--- config.mk ---
export PLATFORM = sky130hd
export DESIGN_NAME = ads868x_chan_avg
export DESIGN_NICKNAME = d
export VERILOG_FILES = /design/src/rtl/ads868x_pkg.sv /design/src/rtl/ads868x_avg_div.sv /design/src/rtl/ads868x_chan_avg.sv
export SDC_FILE = /design/constraint.sdc
export NUM_CORES = 2
export LEC_CHECK = 0
export CAP_MARGIN = 20
export CORE_MARGIN = 3
export CORE_UTILIZATION = 55
export CTS_BUF_LIST = sky130_fd_sc_hd__clkbuf_2 sky130_fd_sc_hd__clkbuf_4 sky130_fd_sc_hd__clkbuf_8
export DETAILED_ROUTE_END_ITERATION = 10
export GPL_ROUTABILITY_DRIVEN = 0
export PLACE_DENSITY = 0.73
export SLEW_MARGIN = 25
export SYNTH_ARGS = -nofsm -noshare
export SYNTH_HDL_FRONTEND = slang
export SYNTH_SLANG_ARGS = --single-unit
--- constraint.sdc ---
create_clock -name aclk -period 7.9 [get_ports aclk]
set_input_delay 1.185 -clock aclk [delete_from_list [all_inputs] [get_ports aclk]]
set_output_delay 1.185 -clock aclk [all_outputs]
set_load 0.01 [all_outputs]
--- src/rtl/ads868x_pkg.sv ---
`default_nettype none
// ============================================================================
// Module      : ads868x_pkg
// Description : Shared definitions for the ADS868x sample stream. Field
//               offsets and widths of the 56-bit sample word, the packed
//               sample struct, and a helper that limits the averaging depth.
//               Used by the controller and by the channel averager.
// Revision    : 1.0 - initial release
// ============================================================================
package ads868x_pkg;

    // Field layout of the 56-bit sample word: {ts, ch, code}
    localparam int CODE_LSB = 0;
    localparam int CODE_W   = 16;
    localparam int CH_LSB   = 16;
    localparam int CH_W     = 8;
    localparam int TS_LSB   = 24;
    localparam int TS_W     = 32;
    localparam int SAMPLE_W = TS_W + CH_W + CODE_W;

    typedef struct packed {
        logic [TS_W-1:0]   ts;
        logic [CH_W-1:0]   ch;
        logic [CODE_W-1:0] code;
    } ads868x_sample_t;

    // Limit a requested averaging depth to the largest supported depth.
    function automatic logic [3:0] clamp_log2n(input logic [3:0] log2n,
                                               input int         max_log2n);
        logic [3:0] w_res;
        w_res = log2n;
        if (int'(log2n) > max_log2n) begin
            w_res = 4'(max_log2n);
        end
        return w_res;
    endfunction

endpackage
`default_nettype wire

--- src/rtl/ads868x_avg_div.sv ---
`default_nettype none
// ============================================================================
// Module      : ads868x_avg_div
// Description : Combinational divide-by-2^log2n of a widened block sum,
//               with optional round-half-up and clamp to 16 bits.
// Ports       : i_sum   - widened sum of the block samples
//               i_log2n - averaging depth (already clamped by the caller)
//               o_avg   - averaged 16-bit code
// Options     : ADS868X_AVG_ROUND_EN - add 2^(log2n-1) before the shift
//               (round half up); nothing is added when log2n is 0. When
//               undefined the result is truncated (floor).
// Revision    : 1.0 - initial release
// ============================================================================
module ads868x_avg_div
    import ads868x_pkg::*;
#(
    parameter int MAX_LOG2N = 8,
    parameter int SUM_W     = CODE_W + MAX_LOG2N + 1
) (
    input  logic [SUM_W-1:0]  i_sum,
    input  logic [3:0]        i_log2n,
    output logic [CODE_W-1:0] o_avg
);

    logic [SUM_W-1:0] w_rnd;
    logic [SUM_W-1:0] w_biased;
    logic [SUM_W-1:0] w_shifted;

    always_comb begin
        w_rnd = '0;
`ifdef ADS868X_AVG_ROUND_EN
        if (i_log2n != 4'd0) begin
            w_rnd = {{(SUM_W-1){1'b0}}, 1'b1} << (i_log2n - 4'd1);
        end
`endif
        // The sum carries one spare bit, so the rounding bias cannot wrap.
        w_biased  = i_sum + w_rnd;
        w_shifted = w_biased >> i_log2n;
        if (|w_shifted[SUM_W-1:CODE_W]) begin
            o_avg = {CODE_W{1'b1}};
        end else begin
            o_avg = w_shifted[CODE_W-1:0];
        end
    end

endmodule
`default_nettype wire

--- src/rtl/ads868x_chan_avg.sv ---
`default_nettype none
// ============================================================================
// Module      : ads868x_chan_avg
// Description : Per-channel boxcar averager on the ADS868x 56-bit sample
//               stream. Accumulates 2^cfg_log2n samples per channel and
//               emits one averaged word {ts0, ch, avg} per block, keeping
//               the input word format. AXI-Stream in and out.
// Ports       : aclk, aresetn        - clock, async active-low reset
//               s_axis_*             - input sample stream
//               m_axis_*             - averaged output stream
//               cfg_log2n            - averaging depth (clamped to MAX_LOG2N)
//               ctrl_clear           - pulse, discards partial blocks
//               stat_bad_ch          - saturating count of dropped beats
//                                      with channel index >= NUM_CH
// Options     : ADS868X_AVG_ROUND_EN - round half up instead of floor
//               (implemented in ads868x_avg_div)
// Revision    : 1.0 - initial release
// ============================================================================
module ads868x_chan_avg
    import ads868x_pkg::*;
#(
    parameter int NUM_CH    = 16,
    parameter int MAX_LOG2N = 8
) (
    input  logic                aclk,
    input  logic                aresetn,
    input  logic [SAMPLE_W-1:0] s_axis_tdata,
    input  logic                s_axis_tvalid,
    output logic                s_axis_tready,
    output logic [SAMPLE_W-1:0] m_axis_tdata,
    output logic                m_axis_tvalid,
    input  logic                m_axis_tready,
    input  logic [3:0]          cfg_log2n,
    input  logic                ctrl_clear,
    output logic [15:0]         stat_bad_ch
);

    localparam int ACC_W = CODE_W + MAX_LOG2N;
    localparam int SUM_W = ACC_W + 1;
    localparam int CNT_W = MAX_LOG2N;
    localparam int IDX_W = (NUM_CH > 1) ? $clog2(NUM_CH) : 1;

    // ------------------------------------------------------------------
    // Per-channel state
    // ------------------------------------------------------------------
    logic [ACC_W-1:0] r_acc [NUM_CH];
    logic [CNT_W-1:0] r_cnt [NUM_CH];
    logic [TS_W-1:0]  r_ts0 [NUM_CH];

    logic [3:0]          r_log2n_q;
    logic                r_mvalid;
    logic [SAMPLE_W-1:0] r_mdata;
    logic [15:0]         r_bad_cnt;

    ads868x_sample_t     w_in;
    logic [3:0]          w_log2n;
    logic                w_clr;
    logic                w_accept;
    logic                w_ch_ok;
    logic                w_take;
    logic [IDX_W-1:0]    w_idx;
    logic [CNT_W:0]      w_lim_full;
    logic [CNT_W-1:0]    w_lim;
    logic [CNT_W-1:0]    w_cnt_eff;
    logic                w_first;
    logic                w_last;
    logic [ACC_W-1:0]    w_acc_eff;
    logic [SUM_W-1:0]    w_sum;
    logic [TS_W-1:0]     w_ts0;
    logic [CODE_W-1:0]   w_avg;

    // ------------------------------------------------------------------
    // Input decode and block bookkeeping
    // ------------------------------------------------------------------
    assign w_in          = ads868x_sample_t'(s_axis_tdata);
    assign w_log2n       = clamp_log2n(cfg_log2n, MAX_LOG2N);
    assign s_axis_tready = !r_mvalid || m_axis_tready;
    assign w_accept      = s_axis_tvalid && s_axis_tready;
    assign w_ch_ok       = ({1'b0, w_in.ch} < (CH_W + 1)'(NUM_CH));
    assign w_take        = w_accept && w_ch_ok;
    assign w_idx         = w_in.ch[IDX_W-1:0];

    // A clear pulse or a depth change restarts every block; the depth
    // compare is against the value seen on the previous cycle.
    assign w_clr = ctrl_clear || (w_log2n != r_log2n_q);

    // Last count value of a block: 2^log2n - 1
    assign w_lim_full = ({{CNT_W{1'b0}}, 1'b1} << w_log2n) - {{CNT_W{1'b0}}, 1'b1};
    assign w_lim      = w_lim_full[CNT_W-1:0];

    // A beat arriving while a clear is in effect starts a fresh block, so
    // its view of the channel count is forced to zero. State is read
    // straight from the flops each cycle, so back-to-back beats on one
    // channel see the value written on the previous edge.
    always_comb begin
        w_cnt_eff = w_clr ? '0 : r_cnt[w_idx];
        w_first   = (w_cnt_eff == '0);
        w_last    = (w_cnt_eff == w_lim);
        w_acc_eff = w_first ? '0 : r_acc[w_idx];
        w_ts0     = w_first ? w_in.ts : r_ts0[w_idx];
        w_sum     = {1'b0, w_acc_eff} + SUM_W'(w_in.code);
    end

    ads868x_avg_div #(
        .MAX_LOG2N (MAX_LOG2N),
        .SUM_W     (SUM_W)
    ) u_div (
        .i_sum   (w_sum),
        .i_log2n (w_log2n),
        .o_avg   (w_avg)
    );

    // ------------------------------------------------------------------
    // Channel accumulators
    // ------------------------------------------------------------------
    always_ff @(posedge aclk or negedge aresetn) begin
        if (!aresetn) begin
            for (int i = 0; i < NUM_CH; i++) begin
                r_acc[i] <= '0;
                r_cnt[i] <= '0;
                r_ts0[i] <= '0;
            end
        end else begin
            for (int i = 0; i < NUM_CH; i++) begin
                if (w_clr) begin
                    r_cnt[i] <= '0;
                end
                if (w_take && (w_idx == IDX_W'(i))) begin
                    r_cnt[i] <= w_last ? '0 : (w_cnt_eff + CNT_W'(1));
                    r_acc[i] <= w_sum[ACC_W-1:0];
                    if (w_first) begin
                        r_ts0[i] <= w_in.ts;
                    end
                end
            end
        end
    end

    always_ff @(posedge aclk or negedge aresetn) begin
        if (!aresetn) begin
            r_log2n_q <= 4'd0;
        end else begin
            r_log2n_q <= w_log2n;
        end
    end

    // ------------------------------------------------------------------
    // Output register. A completing beat is only accepted when the
    // register is empty or draining, so loading here never loses a word.
    // ------------------------------------------------------------------
    always_ff @(posedge aclk or negedge aresetn) begin
        if (!aresetn) begin
            r_mvalid <= 1'b0;
            r_mdata  <= '0;
        end else begin
            if (w_take && w_last) begin
                r_mvalid <= 1'b1;
                r_mdata  <= {w_ts0, w_in.ch, w_avg};
            end else if (m_axis_tready) begin
                r_mvalid <= 1'b0;
            end
        end
    end

    assign m_axis_tvalid = r_mvalid;
    assign m_axis_tdata  = r_mdata;

    // ------------------------------------------------------------------
    // Out-of-range channel statistics
    // ------------------------------------------------------------------
    always_ff @(posedge aclk or negedge aresetn) begin
        if (!aresetn) begin
            r_bad_cnt <= 16'd0;
        end else if (w_accept && !w_ch_ok && (r_bad_cnt != 16'hFFFF)) begin
            r_bad_cnt <= r_bad_cnt + 16'd1;
        end
    end

    assign stat_bad_ch = r_bad_cnt;

endmodule
`default_nettype wire

==> results.yml <==
critical_path:
  critical_path.endpoint: "m_axis_tdata[0]"
  cp-startpoint: "s_axis_tdata[16]"
  regToRegEndpoint: "m_axis_tdata[0]"
  critical_path.reg2reg.startpoint: "r_cnt[33]"
  critPathArrivalTime_ns: 7.91
  cp_max_fo: 25
  worst-r2r-cell-count: 20
  critical_path.startpoint_type: "primary input"
  crit_type: "in -> reg"
  data_required_time_of_the_worst_path_ns: 8.55
  setup.reg_to_reg.worst_slack_ns: 0.94
  timing.critical_path.to_type: "register"
sta:
  rsz0062_at_grt: "false"
  hold_viol: 0
  slew_viol_final: 0
  worst_slew_pin_slew_ns: 1.140
  skew_ns: 0.06418
  setup_viol_count_final: 0
  final.min_clock_period_ns: 7.253
  slew-limit-headroom: 0.2397
  fmaxAchievable_mhz: 137.9
  post-route-period-util: 0.9180
power:
  static-leakage-power_uw: 0.02661
  power_per_cell_area_nw_per_um2: 211.6
  power.ir.vdd_worst_mv: 0.1809
grt:
  grtUsageTotal: 0.2751
  met1_usage: 0.3697
  grt_most_used_layer: "met2"
  grt_pass1_vias: 34550
  met2_usage: 0.4494
  grt_max_degree: 181
  grt_pass1_wl_mm: 203.3
  grt_antenna_before_repair: 9
  met3_routing_resource_usage_after_global_routing: 0.05186
  total_global_routing_overflow: 0
logic_synthesis:
  post_synth_main_area_contributors: "sky130_fd_sc_hd__dfrtp_1 (54%), sky130_fd_sc_hd__mux4_2 (13%), sky130_fd_sc_hd__mux2_2 (12%), sky130_fd_sc_hd__nand2_1 (4.0%), sky130_fd_sc_hd__o21ai_0 (3.8%)"
  syn_nets: 4035
  yosys.area_share.adder: 0.005305
  synth_top_family_by_area: "multiplexers"
  post_synth.cell_area_avg_um2: 12.90
  synthesis.yosys.warnings: 0
  asyncSetResetFlopFracSynth: 1.000
  synth.yosys.seq_area_share: 0.5408
  ys_dominant_reg_cell: "sky130_fd_sc_hd__dfrtp_1"
  netlist-cell-type-count: 90
  post_synth_mux_area_share: 0.2578
  synth-edff-count: 0
  synth_largest_type_area_fraction: 0.5408
  post_synth_inst_count: 3949
  synth_common_cells: "sky130_fd_sc_hd__dfrtp_1 (1101), sky130_fd_sc_hd__nand2_1 (542), sky130_fd_sc_hd__mux2_2 (535)"
  synth_area_leader_cell: "sky130_fd_sc_hd__dfrtp_1"
  yosys.cell_count.top_type: "sky130_fd_sc_hd__dfrtp_1"
  synth-compound-area-share: 0.09153
  post_synth_instance_area_um2: 50950
  synth-seq-cells: 1101
  synth_simple_gate_area_frac: 0.06850
  post_synthesis_xor_xnor_area_fraction: 0.006877
drt:
  detail_route.drc_violations: 0
  route.antenna.remaining_nets: 0
  avgRoutedWirePerCell_um: 23.91
  vias: 33460
  first_drt_iteration_drcs: 2812
  drt-total-wl_mm: 129.6
  drtPass1Iterations: 7
  post_drt_via_cell_ratio: 6.175
floorplanning:
  fp.dieArea_um2: 96310
  floorplan.initialDensity: 0.5600
  die_x_um: 310.3
  floorplan.die.height_um: 310.3
  io_pins: 139
  row_count: 110
  design.core.area_um2: 90970
clocking:
  cts.sink_count: 1101
  htree_levels: 4
  cts_made_buffers: 176
  worstSkewPairLatency_ns: 0.86
  clock_tree.buffer_depth: 3
  ctsRootBufferMaster: "sky130_fd_sc_hd__clkbuf_8"
  post_cts.repair.setup_buffers: 0
  worst_setup_hold_path_clk_slew_ns: 0.06
  cts.hold.buffers_added: 0
  cts_tree: "built"
  postCtsResizedCells: 0
finish:
  area_delta_synth_final_pct: 12.95
  post_route_cells_drive_above_1_share: 0.3185
  utilization: 0.6325
  final_cell_count_no_fill: 5418
  final_net_count: 4126
  number_of_fill_cells: 6844
run:
  maxCapViolations: 0
placement:
  dp.final_hpwl_mm: 75.75
  numPortBuffers: 138
  dp_cells: 5092
run_status:
  run_status: "completed"
worst_hold_path:
  hold_class: "in -> async"
==> flip-flops by register name, indices dropped and copies added (netlist names) <==
register       flops
r_ts0            512
r_acc            384
r_cnt            128
m_axis_tdata      56
stat_bad_ch       16
r_log2n_q          4
m_axis_tvalid      1
==> through the flow <==
| step | hold WS [ns] | area [um^2] | power, uW | worst slack, ns | TNS [ns] |
|---|---|---|---|---|---|
| CTS | 0.3895 | 57460 | 12270 | 0.7462 | 0 |
| finish | 0.3780 | 57540 | 12180 | 0.6474 | 0 |
| detailed placement | 0.4572 | 53580 | 7005 | -0.1288 | -1.412 |
| global route | 0.4341 | 57530 | 12630 | 0.2845 | 0 |
| floorplan | 0.4410 | 50950 | 6606 | 0.7003 | 0 |
| global placement | 0.4483 | 53520 | 6974 | 0.1300 | 0 |
==> cells by family (layout without fill, tap and decap cells) <==
group                    Yosys count  count (layout)
AND/OR/NAND/NOR                  824             824
adder cells (fa/ha/maj)           21              21
other                              0               7
XOR/XNOR                          40              40
flip-flops                      1101            1101
AO/OA/AOI/OAI                    735             735
multiplexers                     872             872
buffers and inverters            356             586
==> cell usage in the layout, fill, tap and decap left out, types with 10 or more instances in the layout <==
cell type                         count
sky130_fd_sc_hd__dfrtp_1           1101
sky130_fd_sc_hd__mux2_2             535
sky130_fd_sc_hd__nand2_1            518
sky130_fd_sc_hd__o21ai_0            391
sky130_fd_sc_hd__mux4_2             292
sky130_fd_sc_hd__clkbuf_8           230
sky130_fd_sc_hd__nor2_1             133
sky130_fd_sc_hd__clkdlybuf4s50_1    133
sky130_fd_sc_hd__a22o_1             122
sky130_fd_sc_hd__buf_4              101
sky130_fd_sc_hd__a21oi_1             69
sky130_fd_sc_hd__clkbuf_4            57
sky130_fd_sc_hd__mux2i_1             40
sky130_fd_sc_hd__nor3_1              24
sky130_fd_sc_hd__xnor2_1             20
sky130_fd_sc_hd__and2_1              20
sky130_fd_sc_hd__xor2_1              20
sky130_fd_sc_hd__ha_1                20
sky130_fd_sc_hd__nand3_1             19
sky130_fd_sc_hd__a31oi_1             18
sky130_fd_sc_hd__clkinv_2            16
sky130_fd_sc_hd__inv_1               15
sky130_fd_sc_hd__nand2_2             14
sky130_fd_sc_hd__o22ai_1             13
sky130_fd_sc_hd__a21o_1              12
sky130_fd_sc_hd__nand2b_1            11
sky130_fd_sc_hd__a221oi_1            11
sky130_fd_sc_hd__nand2_4             11
sky130_fd_sc_hd__nor2b_1             10
==> layer usage <==
layer  up-vias  part of all wire
li1      14640                 -
met1     17350              0.42
met2      1146              0.49
met3       318             0.061
met4         4             0.035
met5         -           0.00021
==> worst min path at each step <==
stage	slack, ns	startpoint	cells after the start	end
3_3_place_gp	0.45	m_axis_tdata[17]	2	m_axis_tdata[17]
5_1_grt	0.43	aresetn	1	m_axis_tdata[8]
6_report	0.38	aresetn	1	m_axis_tdata[4]
4_1_cts	0.39	aresetn	1	m_axis_tdata[4]
3_5_place_dp	0.46	m_axis_tdata[17]	2	m_axis_tdata[17]
2_1_floorplan	0.44	r_acc[216]	2	r_acc[216]
==> critical path: stages <==
cell                        delay, ns
sky130_fd_sc_hd__buf_8           0.27
sky130_fd_sc_hd__mux4_2          0.54
sky130_fd_sc_hd__a22o_1          0.24
sky130_fd_sc_hd__a221oi_1        0.56
sky130_fd_sc_hd__nor2_1          0.16
sky130_fd_sc_hd__inv_1           0.11
sky130_fd_sc_hd__ha_1            0.22
sky130_fd_sc_hd__o2111a_1        0.27
sky130_fd_sc_hd__a21oi_4         0.16
sky130_fd_sc_hd__and2_1          0.21
sky130_fd_sc_hd__ha_1            0.31
sky130_fd_sc_hd__o21ai_0         0.44
sky130_fd_sc_hd__a21oi_1         0.22
sky130_fd_sc_hd__a2111oi_1       0.85
sky130_fd_sc_hd__nor2_1          0.19
sky130_fd_sc_hd__and4_1          0.28
sky130_fd_sc_hd__o21ai_1         0.33
sky130_fd_sc_hd__o21ai_0         0.14
sky130_fd_sc_hd__a221o_1         0.34
sky130_fd_sc_hd__o31ai_4         0.65
sky130_fd_sc_hd__a31oi_1         0.18
==> where the power goes <==
part           total (uW)  leakage [uW]  switching (uW)  internal [uW]
registers            5970        0.0152             118           5850
clock network        5270       0.00206            2320           2950
logic                 936       0.00933             515            422
total               12200        0.0266            2960           9220
==> area by class of cell <==
class / count / area, um^2 / area share
flip-flops and latches: 1101 / 27550 / 0.4788
multi-input cells: 2492 / 22100 / 0.3841
clock buffers: 287 / 3593 / 0.06245
repair buffers: 248 / 2370 / 0.04118
well taps: 1232 / 1541 / 0.02679
clock inverters: 30 / 289.0 / 0.005023
inverters: 21 / 78.83 / 0.001370
diodes: 7 / 17.52 / 0.0003044
No activity file was read; power rests on OpenSTA's default activity.
